===== config.mk =====
export PLATFORM = sky130hd
export DESIGN_NAME = alu_decode
export DESIGN_NICKNAME = d
export VERILOG_FILES = /design/src/rtl/alu_decode_pkg.sv /design/src/rtl/alu_decode_comb.sv /design/src/rtl/alu_decode.sv
export SDC_FILE = /design/constraint.sdc
export NUM_CORES = 1
export LEC_CHECK = 0
export CORE_AREA = 3 3 125 127
export CTS_CLUSTER_SIZE = 25
export DETAILED_ROUTE_END_ITERATION = 16
export DIE_AREA = 0 0 128 130
export GPL_TIMING_DRIVEN = 0
export PLACE_DENSITY = 0.69
export REMOVE_ABC_BUFFERS = 1
export SYNTH_ARGS = -nofsm -noshare
export SYNTH_HDL_FRONTEND = slang
export SYNTH_SLANG_ARGS = --single-unit
export TNS_END_PERCENT = 100

===== constraint.sdc =====
create_clock -name clk -period 2.6 [get_ports clk]
set_clock_uncertainty 0.15 [all_clocks]
set_input_delay 0.26 -clock clk [delete_from_list [all_inputs] [get_ports clk]]
set_output_delay 0.26 -clock clk [all_outputs]
set_load 0.05 [all_outputs]

===== src/rtl/alu_decode_pkg.sv =====
// Shared ALU definitions: data width, ALU op codes, RV32 opcode/funct constants
// and the command record passed from the decoder to the ALU stage.
`ifndef ALU_DEFINES_SV
`define ALU_DEFINES_SV
`define DATA_WIDTH 32
`endif

package alu_decode_pkg;

  localparam logic [5:0] OP_ALU_ADD  = 6'd0;
  localparam logic [5:0] OP_ALU_SUB  = 6'd1;
  localparam logic [5:0] OP_ALU_SLL  = 6'd2;
  localparam logic [5:0] OP_ALU_SLT  = 6'd3;
  localparam logic [5:0] OP_ALU_SLTU = 6'd4;
  localparam logic [5:0] OP_ALU_XOR  = 6'd5;
  localparam logic [5:0] OP_ALU_SRL  = 6'd6;
  localparam logic [5:0] OP_ALU_SRA  = 6'd7;
  localparam logic [5:0] OP_ALU_OR   = 6'd8;
  localparam logic [5:0] OP_ALU_AND  = 6'd9;
  // Reserved for producers other than the instruction decoder.
  localparam logic [5:0] OP_ALU_INV  = 6'h3f;

  localparam logic [6:0] OPC_OP      = 7'b0110011;
  localparam logic [6:0] OPC_OP_IMM  = 7'b0010011;
  localparam logic [6:0] FUNCT7_ZERO = 7'b0000000;
  localparam logic [6:0] FUNCT7_ALT  = 7'b0100000;

  localparam logic [2:0] F3_ADD  = 3'b000;
  localparam logic [2:0] F3_SLL  = 3'b001;
  localparam logic [2:0] F3_SLT  = 3'b010;
  localparam logic [2:0] F3_SLTU = 3'b011;
  localparam logic [2:0] F3_XOR  = 3'b100;
  localparam logic [2:0] F3_SR   = 3'b101;
  localparam logic [2:0] F3_OR   = 3'b110;
  localparam logic [2:0] F3_AND  = 3'b111;

  typedef struct packed {
    logic [5:0]             op;
    logic [`DATA_WIDTH-1:0] a;
    logic [`DATA_WIDTH-1:0] b;
    logic                   illegal;
  } alu_cmd_t;

  localparam alu_cmd_t CMD_NONE = '{op: OP_ALU_ADD, a: '0, b: '0, illegal: 1'b0};

endpackage


===== src/rtl/alu_decode_comb.sv =====
// Combinational RV32 OP / OP-IMM instruction to ALU command mapping.
// Anything the ALU cannot execute becomes an illegal ADD with zero operands.
module alu_decode_comb
  import alu_decode_pkg::*;
(
  input  logic [31:0]            instr,
  input  logic [`DATA_WIDTH-1:0] rs1_val,
  input  logic [`DATA_WIDTH-1:0] rs2_val,
  output alu_cmd_t               cmd
);

  logic [6:0] opcode;
  logic [2:0] funct3;
  logic [6:0] funct7;
  logic       is_op;
  logic       is_imm;
  logic       is_shift;
  logic       legal;
  logic [5:0] op_sel;
  logic       unused_fields;

  assign opcode   = instr[6:0];
  assign funct3   = instr[14:12];
  assign funct7   = instr[31:25];
  assign is_op    = (opcode == OPC_OP);
  assign is_imm   = (opcode == OPC_OP_IMM);
  assign is_shift = (funct3 == F3_SLL) || (funct3 == F3_SR);

  // rd and rs1 index fields are resolved by the register file, not here.
  assign unused_fields = ^{instr[19:15], instr[11:7]};

  always_comb begin
    // NOTE: every output gets a default first so no path can infer a latch.
    cmd    = '{op: OP_ALU_ADD, a: '0, b: '0, illegal: 1'b1};
    op_sel = OP_ALU_ADD;
    legal  = 1'b0;

    unique case (funct3)
      F3_ADD:  op_sel = OP_ALU_ADD;
      F3_SLL:  op_sel = OP_ALU_SLL;
      F3_SLT:  op_sel = OP_ALU_SLT;
      F3_XOR:  op_sel = OP_ALU_XOR;
      F3_SR:   op_sel = OP_ALU_SRL;
      F3_OR:   op_sel = OP_ALU_OR;
      F3_AND:  op_sel = OP_ALU_AND;
      default: op_sel = OP_ALU_ADD;
    endcase

    // funct7 ALT selects SUB only on register ADD and SRA on either shift-right.
    if (funct7 == FUNCT7_ALT && funct3 == F3_SR)
      op_sel = OP_ALU_SRA;
    if (funct7 == FUNCT7_ALT && funct3 == F3_ADD && is_op)
      op_sel = OP_ALU_SUB;

    if (is_op)
      legal = (funct3 != F3_SLTU) &&
              (funct7 == FUNCT7_ZERO ||
               (funct7 == FUNCT7_ALT && (funct3 == F3_ADD || funct3 == F3_SR)));
    else if (is_imm)
      legal = (funct3 != F3_SLTU) &&
              (!is_shift || funct7 == FUNCT7_ZERO ||
               (funct7 == FUNCT7_ALT && funct3 == F3_SR));

    if (legal) begin
      cmd.op      = op_sel;
      cmd.a       = rs1_val;
      cmd.illegal = 1'b0;
      if (is_op)
        cmd.b = rs2_val;
      else if (is_shift)
        cmd.b = {{(`DATA_WIDTH-5){1'b0}}, instr[24:20]};
      else
        cmd.b = {{(`DATA_WIDTH-12){instr[31]}}, instr[31:20]};
    end
  end

endmodule


===== src/rtl/alu_decode.sv =====
// Decoder stage: two-entry (output register + skid entry) valid/ready buffer
// around alu_decode_comb; in_ready depends only on state and rst.
module alu_decode
  import alu_decode_pkg::*;
(
  input  logic                   clk,
  input  logic                   rst,
  input  logic                   in_valid,
  output logic                   in_ready,
  input  logic [31:0]            in_instr,
  input  logic [`DATA_WIDTH-1:0] in_rs1_val,
  input  logic [`DATA_WIDTH-1:0] in_rs2_val,
  output logic                   out_valid,
  input  logic                   out_ready,
  output logic [5:0]             out_alu_op,
  output logic [`DATA_WIDTH-1:0] out_a,
  output logic [`DATA_WIDTH-1:0] out_b,
  output logic                   out_illegal,
  input  logic                   flush
);

  alu_cmd_t dec_cmd;
  alu_cmd_t out_cmd;
  alu_cmd_t skid_cmd;
  logic     skid_valid;
  logic     accept;
  logic     drain;

  alu_decode_comb u_comb (
    .instr   (in_instr),
    .rs1_val (in_rs1_val),
    .rs2_val (in_rs2_val),
    .cmd     (dec_cmd)
  );

  assign in_ready    = !skid_valid && !rst;
  assign accept      = in_valid && in_ready;
  assign drain       = out_valid && out_ready;

  assign out_alu_op  = out_cmd.op;
  assign out_a       = out_cmd.a;
  assign out_b       = out_cmd.b;
  assign out_illegal = out_cmd.illegal;

  always_ff @(posedge clk) begin
    // NOTE: sequential state uses non-blocking assignments only.
    if (rst) begin
      // NOTE: the command payloads are reset too, because the outputs must read zero after reset.
      out_valid  <= 1'b0;
      skid_valid <= 1'b0;
      out_cmd    <= CMD_NONE;
      skid_cmd   <= CMD_NONE;
    end else if (flush) begin
      out_valid  <= 1'b0;
      skid_valid <= 1'b0;
    end else if (!out_valid || drain) begin
      // Output slot is free this edge: skid entry is older, so it goes first.
      if (skid_valid) begin
        out_cmd    <= skid_cmd;
        out_valid  <= 1'b1;
        skid_valid <= 1'b0;
      end else if (accept) begin
        out_cmd   <= dec_cmd;
        out_valid <= 1'b1;
      end else begin
        out_valid <= 1'b0;
      end
    end else if (accept) begin
      skid_cmd   <= dec_cmd;
      skid_valid <= 1'b1;
    end
  end

endmodule


# ---- Word-level counts from Yosys, hierarchy flattened
# Cells that the tools add are included.
dict set report classes {
  addsub 0
  n_mul 0
  n_div 0
  magnitude_cmp 0
  n_eq_ne 10
  shifts 0
  n_mux 12
  bitwise 2
  n_reduce_logical 26
}
# operator n
set op_table {}
lappend op_table {{$mux W71} 2}
lappend op_table {{$mux W69} 1}
lappend op_table {{$mux W32} 2}
lappend op_table {{$pmux W4 S6} 1}
lappend op_table {{$eq A7 B6 Y1 const B} 2}
lappend op_table {{$eq A3 B3 Y1 const B} 4}
lappend op_table {{$logic_and A1 B1 Y1} 9}
lappend op_table {{$mux W4} 2}
lappend op_table {{$eq A7 B5 Y1 const B} 1}
lappend op_table {{$logic_not A7 Y1} 1}
lappend op_table {{$logic_or A1 B1 Y1} 6}
lappend op_table {{$reduce_and A3 Y1} 2}
lappend op_table {{$logic_not A1 Y1} 4}
lappend op_table {{$mux W1} 4}
lappend op_table {{$eq A3 B1 Y1 const B} 1}
lappend op_table {{$eq A3 B2 Y1 const B} 1}
lappend op_table {{$logic_not A3 Y1} 1}
lappend op_table {{$ne A3 B2 Y1 const B} 1}
lappend op_table {{$reduce_or A3 Y1} 1}
lappend op_table {{$not A1 Y1} 2}
lappend op_table {{$reduce_bool A2 Y1} 1}
lappend op_table {{$reduce_or A2 Y1} 1}
dict set report totals {
  ff_bits 144
  latch_bits 0
  mem_bits_rw 0
  mem_bits_ro 0
  input_bits 101
  output_inout_bits 73
  elab_cells 60
  memories 0
}

# ---- Logic depth before layout (Yosys ltp)
dict set report logic_depth {
  word_depth 11
  ltp_mapped 8
  ltp_nobuf 5
}

# ---- By module
# Synthesis repeated with hierarchy kept, for this count alone.
dict set report unflattened {
  hier_cells 874
  area_unflattened_um2 7422.1
}
# mod n_inst cells_each area_each_um2 seq_area_each_um2
set modules_own_cells {}
lappend modules_own_cells {alu_decode 1 722 6622.6 2882.8}
lappend modules_own_cells {alu_decode_comb 1 152 799.5 0.0}

# ---- Worst setup path before layout
# OpenSTA, ideal clock, no wires.
dict set report synth_timing {
  path_kind {register to register}
  from {register out_valid}
  to {register skid_cmd[29] (netlist name)}
  setup_time_ns 0.128
  arrival_ns 1.998
  required_ns 2.322
  setup_slack_ns 0.324
  stages_incl_launch_ff 8
  path_buffers 2
  period_less_slack_ns 2.276
  cell_sequence {dfxtp_1 -> nand2b_1 -> nor4_1 -> nor2_1 -> clkbuf_1 -> clkbuf_1 -> nand2_1 -> o21ai_1}
}
dict set report synth_via {
  elab_chain_cells 4
}
# item line_no
set synth_lines {}
lappend synth_lines {{start, declared} alu_decode.sv:13} ;# output logic out_valid,
lappend synth_lines {{start signal, assigned} alu_decode.sv:49} ;# out_valid <= 1'b0;
lappend synth_lines {{start signal, assigned} alu_decode.sv:54} ;# out_valid <= 1'b0;
lappend synth_lines {{start signal, assigned} alu_decode.sv:60} ;# out_valid <= 1'b1;
lappend synth_lines {{$logic_not A1 Y1 or $logic_and A1 B1 Y1 (tied branches)} {alu_decode.sv:56, alu_decode.sv:38}}
lappend synth_lines {{$logic_or A1 B1 Y1 (*)} alu_decode.sv:56} ;# end else if (!out_valid || drain) begin
lappend synth_lines {{$not A1 Y1 (no source line) (*)} -}
lappend synth_lines {{$reduce_and A3 Y1 (no source line) (*)} -}
lappend synth_lines {{end signal, assigned} alu_decode.sv:69} ;# skid_cmd <= dec_cmd;
lappend synth_lines {{end, declared} alu_decode.sv:24} ;# alu_cmd_t skid_cmd;
# Every way passes the cells marked *; elsewhere a longest branch is shown, timed or not.
# A chain may end at the register's enable or synchronous reset.

# ---- Worst setup path after layout
dict set report layout_timing {
  from {input in_instr[25]}
  to {register skid_cmd[28] (netlist name)}
}
dict set report layout_via {
  elab_chain_cells 7
}
# item line_no
set layout_lines {}
lappend layout_lines {{start, declared} alu_decode.sv:10} ;# input logic [31:0] in_instr,
lappend layout_lines {{$eq A7 B6 Y1 or $logic_not A7 Y1 (tied branches)} -}
lappend layout_lines {{$logic_and A1 B1 Y1 or $logic_or A1 B1 Y1 (tied branches)} {alu_decode_comb.sv:62, alu_decode_comb.sv:61}}
lappend layout_lines {{$logic_or A1 B1 Y1} alu_decode_comb.sv:61} ;# (!is_shift || funct7 == FUNCT7_ZERO ||
lappend layout_lines {{$logic_and A1 B1 Y1} alu_decode_comb.sv:60} ;# legal = (funct3 != F3_SLTU) &&
lappend layout_lines {{$mux W1} alu_decode_comb.sv:59} ;# else if (is_imm)
lappend layout_lines {{$mux W1 (*)} alu_decode_comb.sv:55} ;# if (is_op)
lappend layout_lines {{$mux W69 (*)} alu_decode_comb.sv:64} ;# if (legal) begin
# Marks and branches as above.

==> results.ini <==
[synthesis]
synth_edf_count = 0
yosysUniqueCellTypes = 48
ys_async_sr_fraction = 0
syn_area_um2 = 5796
yosysWarnings = 0
ys_seq_elements = 140
yosysSeqAreaShare = 0.4836
synth_largest_area_cell = dfxtp_1
yosys_most_used_dff = dfxtp_1
synthCells = 651
avgSynthCellArea_um2 = 8.903
synth_top_area_frac = 0.4836
synthTopCellsByArea = dfxtp_1 48%, a21oi_1 6.7%, a22o_1 6.0%, a21o_1 4.4%, nand2_1 4.4%

[status]
status = complete, no violations

[floorplanning]
rows = 44
core_area_um2 = 14530
die_w_um = 128
ios = 174
die_height_um = 130
start_util = 0.3988
die-area_um2 = 16640

[detailed_routing]
vias = 5676
drtIter0Drc = 447
firstDrtPassIters = 5
wire_per_inst_um = 18.93
ant_nets = 0
drcViolationCount = 0
drt_wl_total_um = 18780
via_per_inst = 5.722

[setup_path]
path_class = in2reg
critPathLaunchType = primary input
r2r_setup_slack_ns = 0.20
worst-endpoint-required_ns = 2.78
rr_startpoint = skid_valid
reg2regPathDepth = 6
end_kind = register
rr_endpoint = skid_cmd[63]
crit_path_max_fanout = 13
critPathArrivalTime_ns = 2.76

[clock_network]
clk_pin_slew_ns = 0.05
cts_tree = built
clkSinkCount = 140
cts_root_buffer = clkbuf_16
htreeDepth = 4
cts_buffer_depth = 2
cts_hold_repair.buffers = 0
cts-buffers-inserted = 17
clock_latency_ns = 0.42

[sta]
fin_crit_sh = 0.9921
maxSlewViolCount = 0
relSlewSlack = 0.3865
setup_viol = 0
finalHoldViolCount = 0
fmax_ghz = 0.3877
finalSetupTns_ns = 0
hold_slack_ns = 0.2975
post-route-min-period_ns = 2.579
rsz0062_at_grt = true
worst_slew_pin_slew_ns = 0.9203

[placed_design]
port_buffers = 161
globalplace.congestion = 0.7563
dpl.hpwl_um = 11050

[grt]
track_usage = 0.2142
grt_pass1_wl_um = 28510
grt_max_degree = 72
antenna_found_initial = 0
grt.overflow.total = 0
grt_pass1_vias = 5697

[finish]
nNetsFinal = 896
areaGrowthSynthToFinish_pct = 44.86
drive_above_1_share = 0.09777
final_core_util = 0.5777
diodes = 0

[min_path]
hold_end = out_a[22]
hold_class = in2reg
hold_path_depth = 2
min-delay-start = in_rs1_val[22]

[pwr]
p_per_area_nw_per_um2 = 623.8
finalPower_uw = 5237
leakage_uw = 0.003187
max-vdd-ir-drop_uv = 439.1

[job]
drv_cap = 0

[cell usage after synthesis (7+ instances only)]
master	n
or3_1	21
a21oi_1	78
nand3_1	35
dfxtp_1	140
nor2_1	35
a21o_1	34
buf_2	9
nand2_1	68
a22o_1	40
o21ai_1	29
clkbuf_1	47
a211oi_1	25
o211ai_1	7
[worst max-delay path, cell delays in order]
cell	delay (ns)
clkdlybuf4s50_1	0.44
or4_4	0.58
nor3_4	0.29
a31o_2	0.44
nand4_2	0.47
o21ai_1	0.27
[per-stage QoR]
stage | instances | area (µm²) | setup slack, ns
after floorplan | 591 | 5537 | -1.907
after CTS | 982 | 8269 | 0.02834
after global routing | 992 | 8396 | -0.01776
after detailed placement | 947 | 7602 | -0.7421
final | 992 | 8396 | 0.02067
after global placement | 936 | 7378 | -5.294
[layout make-up]
cell class,count,area [µm²]
Multi-Input combinational cell,450,2851
Inverter,4,15.01
Clock inverter,12,146.4
Sequential cell,140,2806
Timing Repair Buffer,182,1899
Fill cell,1280,6138
Tap cell,184,230.2
Clock buffer,20,446.7
[per-layer routing]
layer,share of wire,vias up,global-route usage
li1,-,2687,-
met1,0.43,2739,0.2510
met2,0.47,228,0.3749
met3,0.085,22,0.06754
met4,0.016,0,0.06804
met5,0,-,0
[flip-flops by register name, indices dropped and copies added (netlist names)]
name,count
skid_cmd,69
out_a,32
out_b,32
out_alu_op,4
out_illegal,1
out_valid,1
skid_valid,1
[worst max-delay path by stage]
stage / startpoint / slack, ns / to / depth (start not counted)
2_1_floorplan: skid_valid / -1.91 / skid_cmd[1] / 4
3_3_place_gp: rst / -5.29 / out_illegal / 5
3_5_place_dp: in_instr[25] / -0.74 / skid_cmd[11] / 6
4_1_cts: in_instr[25] / 0.03 / skid_cmd[39] / 8
5_1_grt: in_instr[25] / -0.02 / skid_cmd[21] / 6
6_report: in_instr[25] / 0.02 / skid_cmd[28] / 6
[timing repair]
item                       4_1_cts  5_1_grt
cloned                           0        3
setup endpoints to repair      110       75
setup buffers                    3        7
gates resized for setup          4        8
pin swaps                        3        5
[report_power, final]
part | internal, µW | switching (µW) | total (µW)
registers | 2180 | 20.3 | 2200
logic | 248 | 350 | 598
clock network | 1520 | 918 | 2440
[cell families after synthesis]
logic type,Yosys count,synth area share
AOI/OAI and AO/OA,251,0.2994
xor gates and xnor gates,1,0.001512
buffers and inverters,65,0.04792
DFF,140,0.4836
muxes,5,0.009714
other,1,0.0006470
and+or+nand+nor,188,0.1572
[cell usage in the layout, fill, tap and decap left out, drive strengths merged, types with 3 or more instances in the layout]
master | netlist | layout
o21ai | 30 | 30
inv | 4 | 4
buf | 14 | 22
o221a | 6 | 6
clkinv | 0 | 6
mux2 | 5 | 5
a21o | 34 | 34
nand2 | 68 | 68
nand2b | 6 | 6
nand3 | 35 | 35
nor2b | 5 | 5
clkinvlp | 0 | 3
nand4 | 3 | 4
a21boi | 6 | 6
a32oi | 5 | 5
dfxtp | 140 | 140
nor2 | 35 | 36
o41ai | 6 | 6
nor3 | 4 | 4
a21oi | 78 | 78
clkbuf | 47 | 20
a211oi | 29 | 29
o211ai | 7 | 7
nor4 | 4 | 4
or3 | 21 | 21
clkdlybuf4s50 | 0 | 160
bufinv | 0 | 3
a22o | 40 | 40
Note: power is estimated with default switching activity, not from simulation.
==> variant (same settings) <==
Change the macro `DATA_WIDTH` from 32 to 48.
--- a/src/rtl/alu_decode_pkg.sv
+++ b/src/rtl/alu_decode_pkg.sv
@@ -4,3 +4,3 @@
 `define ALU_DEFINES_SV
-`define DATA_WIDTH 32
+`define DATA_WIDTH 48
 `endif
Interface: changed (resized in_rs1_val, in_rs2_val, out_a and out_b); port bits go from 174 to 238. No check against the original RTL was run, so the function may have changed too.
==> variant against the original RTL <==
- the flow now finishes with violations (negative setup slack)
- count of clock-buffer cells in the layout increased by 9
- area after synthesis increased by 53%
- sequential share of layout area increased by 0.44 points
- combinational power increased by 36%
- design area increased by 44%
- via count increased by 57%
- utilization increased by 25 points
- setup slack got worse by 0.062 ns
- sequential cell count increased by 64
- final cell count increased by 43%
- power increased by 31%
- routed wire length increased by 46%
==> variant: results (changes against the original RTL) <==
- Vias in the first global route: 8,435 (+48%)
- Final Hold Slack: 0.127 ns (-0.171 ns)
* Proportion of synthesized chip area in sequential cells: 46.2% (-2.2 points)
- Largest vdd supply drop: 0.569 mV (+30%)
* Total Nets Final: 1,360 (+52%)
- By count the netlist is led by sky130_fd_sc_hd__dfxtp_1, sky130_fd_sc_hd__nand2_1, sky130_fd_sc_hd__a21oi_1.
- Worst Slack Setup Final: -0.0417 ns (-0.0624 ns)
- Number of clock buffers inserted by TritonCTS: 21 (+4)
- The standby leakage power came to 4.72 nW (+48%).
- Average routed wire per standard cell: 19.3 um (+2.0%)
- Gates resized, CTS repair: 1 (-3)
* Number of buffers on the longest clock path: 3 (+1)
- The DRC violation total after the first TritonRoute iteration came to 900 (+100%).
* Largest register FFs: 101 (+46%)
- Via-per-instance ratio: 6.25 (+9.3%)
- The net switching fraction of the power came to 24.3% (-0.30 points).
- Violated checks: negative setup slack
- IO Port Bufs: 225 (+40%)
* Global-route usage over all layers: 30.8% (+9.4 points)
* Worst skew pair latency: 0.49 ns (+0.07 ns)
- The worst hold path begins at rst.
* Hold endpoint: out_illegal$_SDFFE_PP0P_
- The global-route wire length before repair came to 42,400 um (+49%).
- Maximum number of pins on one net before global-route repair: 77 (+6.9%)
- The count of cell types in the netlist came to 43 (-10%).
* Final weighted congestion in routability-driven placement: 0.880 (+16%)
* CP peak stage delay: 0.90 ns (+0.32 ns)
- Critical path endpoint: out_alu_op[2]$_SDFFE_PP0P_
- Share of cells above drive strength 1: 7.11% (-2.7 points)
- Post-detailed-placement half-perimeter wirelength: 16,000 um (+45%)
- Deepest level of the CTS H-tree: 1 (-3)
- The met2 track utilization from global routing came to 50.6% (+13 points).
- Post-detailed-placement cell area: 0.0113 mm2 (+48%)
- Run status: finished, violations left
- The number of failing setup endpoints in the final timing report came to 4 (+4).
- The critical path starts at in_instr[14].
==> variant: changes by cell type after synthesis, moves of 17 or more <==
cell / change
sky130_fd_sc_hd__a211oi_1: +56
sky130_fd_sc_hd__a21oi_1: +17
sky130_fd_sc_hd__clkbuf_1: +27
sky130_fd_sc_hd__dfxtp_1: +64
sky130_fd_sc_hd__nand2_1: +119
sky130_fd_sc_hd__nor3_1: +36
sky130_fd_sc_hd__o21bai_1: +43
sky130_fd_sc_hd__or3_1: -21
==> variant: logic make-up (layout without fill, tap and decap cells) <==
| group | count (synthesis) | after routing | share of synthesized area (%) |
|---|---|---|---|
| and+or+nand+nor | 330 | 332 | 16.7 |
| other | 1 | 2 | 0.0424 |
| AOI/OAI and AO/OA | 402 | 403 | 30.9 |
| muxes | 5 | 5 | 0.637 |
| DFF | 204 | 204 | 46.2 |
| buffers and inverters | 108 | 291 | 5.50 |
==> variant: per-stage QoR <==
step                std cells  setup TNS, ns  setup WS, ns
finish                   1421         -0.144       -0.0417
global route             1421         -0.432        -0.107
CTS                      1414              0       0.00419
detailed placement       1375         -90.51        -0.659
global placement         1354       -1417.72         -7.99
floorplan                 945        -630.04         -3.47
==> variant: power groups by stage <==
stage	Sequential (W)	Combinational [W]	Clock [W]
after detailed placement	0.00326	0.000781	0
after global placement	0.00326	0.000757	0
final	0.00319	0.000811	0.00287
after global routing	0.00319	0.000858	0.00301
after floorplan	0.00339	0.000226	0
after CTS	0.00319	0.000794	0.00289
==> variant: layout make-up <==
cell class	instances	area, um2
clock buffer	29	596
inverter	2	10.0
timing repair buffer	256	2730
tap	184	230
clock inverter	4	48.8
fill	941	2460
sequential	204	4090
multi-input combinational	742	4370
==> variant: per-layer routing <==
metal,up-vias,wire length [um]
met4,4,658
met1,4223,11400
met3,68,2510
met5,-,27
li1,4159,-
met2,433,12900
